$ cat config.mk
export PLATFORM = sky130hd
export DESIGN_NAME = instr_fetch_queue
export DESIGN_NICKNAME = d
export VERILOG_FILES = /design/src/rtl/fetch_pkg.sv /design/src/rtl/fetch_fifo.sv /design/src/rtl/instr_fetch_queue.sv
export SDC_FILE = /design/constraint.sdc
export NUM_CORES = 1
export LEC_CHECK = 0
export ABC_AREA = 1
export CORE_ASPECT_RATIO = 1.1
export CORE_MARGIN = 2
export CORE_UTILIZATION = 40
export CTS_CLUSTER_SIZE = 24
export DETAILED_ROUTE_END_ITERATION = 12
export HOLD_SLACK_MARGIN = 0.03
export PLACE_DENSITY_LB_ADDON = 0.1
export SETUP_SLACK_MARGIN = 0.02
export SLEW_MARGIN = 10
export SYNTH_ARGS = -nofsm -noshare
export SYNTH_HDL_FRONTEND = slang
export SYNTH_SLANG_ARGS = --single-unit
export TNS_END_PERCENT = 50
$ cat constraint.sdc
create_clock -name clk -period 3.65 [get_ports clk]
set_clock_uncertainty 0.05 [all_clocks]
set_input_delay 0.73 -clock clk [delete_from_list [all_inputs] [get_ports clk]]
set_output_delay 0.73 -clock clk [all_outputs]
set_load 0.02 [all_outputs]
$ cat src/rtl/fetch_pkg.sv
// Shared defaults and entry type for the instruction fetch stage.
package fetch_pkg;

  localparam int unsigned XLEN_DEF     = 32;
  localparam int unsigned ILEN_DEF     = 32;
  localparam logic [31:0] RESET_PC_DEF = 32'h0000_0000;

  typedef struct packed {
    logic [XLEN_DEF-1:0] pc;
    logic [ILEN_DEF-1:0] instr;
  } fetch_entry_t;

endpackage

$ cat src/rtl/fetch_fifo.sv
// Synchronous FIFO of fetched {pc, instr} entries with a single-cycle flush.
module fetch_fifo
  import fetch_pkg::*;
#(
  parameter int unsigned DEPTH   = 4,
  parameter type         entry_t = fetch_entry_t,
  localparam int unsigned AW     = $clog2(DEPTH),
  localparam int unsigned CW     = $clog2(DEPTH) + 1
) (
  input  logic          clk,
  input  logic          reset,
  input  logic          flush_i,
  input  logic          push_i,
  input  entry_t        push_data_i,
  input  logic          pop_i,
  output entry_t        head_o,
  output logic          valid_o,
  output logic [CW-1:0] count_o
);

  entry_t        mem_q [DEPTH];
  logic [AW-1:0] wr_ptr_q, wr_ptr_d;
  logic [AW-1:0] rd_ptr_q, rd_ptr_d;
  logic [CW-1:0] count_q, count_d;
  logic          full;

  assign full    = (count_q == CW'(DEPTH));
  assign valid_o = (count_q != '0);
  assign count_o = count_q;
  assign head_o  = mem_q[rd_ptr_q];

  // Flush overrides any same-cycle push or pop.
  always_comb begin
    wr_ptr_d = wr_ptr_q;
    rd_ptr_d = rd_ptr_q;
    count_d  = count_q;
    if (flush_i) begin
      wr_ptr_d = '0;
      rd_ptr_d = '0;
      count_d  = '0;
    end else begin
      if (push_i) wr_ptr_d = wr_ptr_q + 1'b1;
      if (pop_i)  rd_ptr_d = rd_ptr_q + 1'b1;
      if (push_i && !pop_i)      count_d = count_q + 1'b1;
      else if (!push_i && pop_i) count_d = count_q - 1'b1;
    end
  end

  always_ff @(posedge clk or negedge reset) begin
    if (!reset) begin
      wr_ptr_q <= '0;
      rd_ptr_q <= '0;
      count_q  <= '0;
    end else begin
      wr_ptr_q <= wr_ptr_d;
      rd_ptr_q <= rd_ptr_d;
      count_q  <= count_d;
    end
  end

  always_ff @(posedge clk) begin
    if (push_i && !flush_i) mem_q[wr_ptr_q] <= push_data_i;
  end

  a_no_push_full: assert property (@(posedge clk) disable iff (!reset)
    !(push_i && !flush_i && full));

endmodule

$ cat src/rtl/instr_fetch_queue.sv
// Fetch stage: PC sequencing, 1-cycle imem requests with credit check, redirect flush.
module instr_fetch_queue
  import fetch_pkg::*;
#(
  parameter int unsigned     XLEN     = XLEN_DEF,
  parameter int unsigned     ILEN     = ILEN_DEF,
  parameter logic [XLEN-1:0] RESET_PC = XLEN'(RESET_PC_DEF),
  parameter int unsigned     PC_STEP  = 4,
  parameter int unsigned     FQ_DEPTH = 4,
  localparam int unsigned    CW       = $clog2(FQ_DEPTH) + 1
) (
  input  logic            clk,
  input  logic            reset,
  input  logic            fetch_en,
  input  logic            redirect_valid,
  input  logic [XLEN-1:0] redirect_pc,
  output logic            imem_req,
  output logic [XLEN-1:0] imem_addr,
  input  logic [ILEN-1:0] imem_rdata,
  output logic            out_valid,
  output logic [ILEN-1:0] out_instr,
  output logic [XLEN-1:0] out_pc,
  input  logic            out_ready,
  output logic [CW-1:0]   fq_count
);

  typedef struct packed {
    logic [XLEN-1:0] pc;
    logic [ILEN-1:0] instr;
  } entry_t;

  localparam logic [XLEN-1:0] STEP       = XLEN'(PC_STEP);
  localparam logic [XLEN-1:0] ALIGN_MASK = ~(XLEN'(PC_STEP) - XLEN'(1));

  logic [XLEN-1:0] fetch_pc_q, fetch_pc_d;
  logic [XLEN-1:0] inflight_pc_q, inflight_pc_d;
  logic            running_q;
  logic            inflight_q, inflight_d;
  logic            credit_ok;
  logic            issue;
  logic            push, pop;
  entry_t          push_data, head;

  // Credit counts the outstanding response but not a same-cycle pop.
  assign credit_ok = (fq_count + CW'(inflight_q)) < CW'(FQ_DEPTH);
  assign issue     = running_q & fetch_en & ~redirect_valid & credit_ok;
  assign imem_req  = issue;
  assign imem_addr = fetch_pc_q;

  assign push      = inflight_q & ~redirect_valid;
  assign pop       = out_valid & out_ready & ~redirect_valid;
  assign push_data = '{pc: inflight_pc_q, instr: imem_rdata};
  assign out_pc    = head.pc;
  assign out_instr = head.instr;

  always_comb begin
    fetch_pc_d    = fetch_pc_q;
    inflight_d    = issue;
    inflight_pc_d = inflight_pc_q;
    if (redirect_valid) begin
      fetch_pc_d = redirect_pc & ALIGN_MASK;
    end else if (issue) begin
      fetch_pc_d    = fetch_pc_q + STEP;
      inflight_pc_d = fetch_pc_q;
    end
  end

  always_ff @(posedge clk or negedge reset) begin
    if (!reset) begin
      fetch_pc_q    <= RESET_PC;
      inflight_pc_q <= '0;
      running_q     <= 1'b0;
      inflight_q    <= 1'b0;
    end else begin
      fetch_pc_q    <= fetch_pc_d;
      inflight_pc_q <= inflight_pc_d;
      running_q     <= 1'b1;
      inflight_q    <= inflight_d;
    end
  end

  fetch_fifo #(
    .DEPTH   (FQ_DEPTH),
    .entry_t (entry_t)
  ) u_fifo (
    .clk         (clk),
    .reset       (reset),
    .flush_i     (redirect_valid),
    .push_i      (push),
    .push_data_i (push_data),
    .pop_i       (pop),
    .head_o      (head),
    .valid_o     (out_valid),
    .count_o     (fq_count)
  );

endmodule

==> run metrics <==
Antenna Cells=0; Hold Path Class=in2async; Tightest Pin Transition=763 ps; area occupied by multi-input gates=3320 µm²; Final Max Tran Viols=0; most common cell in the synthesized netlist=edfxtp_1; first-pass GRT wire length=47,300 µm; Crit. End Element=output port; worst-path fanout max=64; Area Overhead vs Synth=25.4%; DP HPWL=18,400 µm; crit path kind=reg2out; vias per cell=4.96; period utilisation layout=95.1%; status=finished clean; CTS Sinks=317; largest net degree at the start of global routing=67; critical path arrival=2690 ps; distinct cell type count after synthesis=30; synth top area cells=edfxtp_1 (57%), dfrtp_1 (13%), o21ai_0 (6.7%), nand2_1 (5.7%), nor2_1 (4.8%); post-DR wirelength/cell=17.1 µm; Final Hold Viols=0; Ports=170; Worst-path clk slew=60 ps; die height=193 µm; synthesis-stage register bit count=317; number of max-cap violations=0; NumNets Final=1,382; row cnt=69; sequential area share after synthesis=70.5%; Min Hold Slack=243 ps; post-CTS sizing=0; Hold-fix buffers, CTS=0; worst skew pair latency=510 ps; top cell type's share of synthesized area=57.2%; worst vdd ir=0.000285 V; Most used DFF post-synth=edfxtp_1; cell area after synthesis=13,000 µm²; total track usage=17.7%; Worst path slowest cell=clkdlybuf4s50_1; Post-CTS Setup Bufs=0; Power Density=571 nW/µm²; drc violations=0; port buffer count=163; Slew HR=49.1%; cts bufs inserted=34; GPL Wtd Cong=0.882; EDFF count, synth=248; final setup TNS=0 ps; Die ar.=34,000 µm²; Setup crit start kind=register; RSZ-0062 raised after global routing=false; vias in the first global route=8,625; via count=8,717; FF+latch area=9180 µm²; Initial Utilization=40.4%; chip width=176 µm; drt pass-1 iters=5; syn_area_per_cell=11.4 µm²; H-tree levels=2; yosys warns=0; Req. time, crit path=2870 ps; fmax=288 MHz; DR iter-0 viols=526; Post-synth ARST share=21.8%; final setup fails=0; fillcell total=2,876; Post-DRT Antenna Nets=0; synth cell count leaders=edfxtp_1 (248), nand2_1 (197), o21ai_0 (173); gr ovfl total=0; Pleak=6.03 nW; clk root buf=clkbuf_16; initial antenna violation count=0; final WL=30,100 µm; critical path's largest stage delay=670 ps; biggest area consumer among synthesized cells=edfxtp_1; Final min period=3470 ps; CP Cell Sequence=buf_4, o21ai_0, o22ai_1, clkdlybuf4s50_1; Core Box Area=32,200 µm²; CTS tree=yes; share of cells above drive strength 1=7.59%; CTS max path bufs=3; cells after synthesis=1,143
==> where the power goes <==
group | leakage [nW] | switching [mW] | internal [mW]
clock | 0.524 | 1.35 | 1.93
sequential | 3.10 | 0.209 | 4.15
combinational | 2.40 | 0.988 | 0.685
total | 6.03 | 2.55 | 6.77
==> worst max-delay path, delay by kind of cell, from the launching register on <==
family	cells	cell delay, ps
buf+inv	2	1240
flops	1	360
compound gates	2	550
==> routing by layer <==
metal / track usage, % / up-vias / wire length [µm]
li1: - / 4291 / -
met1: 23.4 / 4139 / 13100
met2: 30.0 / 241 / 14700
met3: 3.20 / 46 / 1680
met4: 4.81 / 0 / 627
met5: 0 / - / 0
==> through the flow <==
step | area (µm²) | util (%) | total power, mW | cells | setup WS (ps)
CTS | 16300 | 50.7 | 9.45 | 1757 | 90.8
global placement | 15300 | 47.4 | 6.11 | 1697 | 638
floorplan | 13000 | - | 5.29 | 1146 | -583
finish | 16300 | 50.7 | 9.32 | 1757 | 180
detailed placement | 15300 | 47.4 | 6.14 | 1697 | 636
global route | 16300 | 50.7 | 9.74 | 1757 | 53.2
==> area by class of cell <==
cell class / instances / share of cell area, %
Clock buffer: 46 / 5.93
Tap cell: 426 / 3.27
Sequential cell: 317 / 56.2
Timing Repair Buffer: 185 / 11.9
Multi-Input combinational cell: 696 / 20.3
Clock inverter: 14 / 0.629
Inverter: 73 / 1.69
==> final timing paths <==
check,slack [ps],cells past startpoint,start,to
max in group asynchronous,2600,2,reset,u_fifo.rd_ptr_q[0]
hold reg to reg,470,0,inflight_pc_q[28],u_fifo.mem_q[1][60]
hold / removal,240,1,reset,imem_addr[2]
setup / recovery,180,4,u_fifo.rd_ptr_q[1],out_pc[28]
setup reg to reg,1350,8,u_fifo.count_o[2],imem_addr[6]
min in group clk,470,0,inflight_pc_q[28],u_fifo.mem_q[1][60]
==> logic make-up (layout without fill, tap and decap cells) <==
group                    after synthesis  count (layout)  synth area share (%)
AND/OR/NAND/NOR                      424             424                  13.3
flip-flops                           317             317                  70.5
AO/OA/AOI/OAI                        250             250                  10.4
buffers and inverters                133             318                  4.38
XOR/XNOR                              11              11                 0.740
adder cells (fa/ha/maj)                6               6                 0.634
other                                  2               5                0.0577
==> cells in the final DEF (no fill, tap or decap), drive strengths merged <==
cell type      Yosys  routed
a21oi              4       4
nand2            204     204
buf               26      23
clkdlybuf4s50      0     162
conb               2       5
clkbuf            34      46
ha                 5       5
dfrtp             69      69
clkinvlp           0       1
inv               72      72
nand3b             1       1
fa                 1       1
nor3               2       2
o211ai             7       7
o22ai             62      62
nand4              3       3
a22o               1       1
clkinv             1      13
o21ai            176     176
edfxtp           248     248
nand3             36      36
bufinv             0       1
xor2              11      11
nor2             178     178
==> state kept, by name, summed over array words and instances, names as in the netlist <==
signal,flops
inflight_q,1
u_fifo.rd_ptr_q,2
running_q,1
u_fifo.wr_ptr_q,2
inflight_pc_q,30
u_fifo.count_o,3
u_fifo.mem_q,248
imem_addr,30
Power figures use the tool's default switching activity.
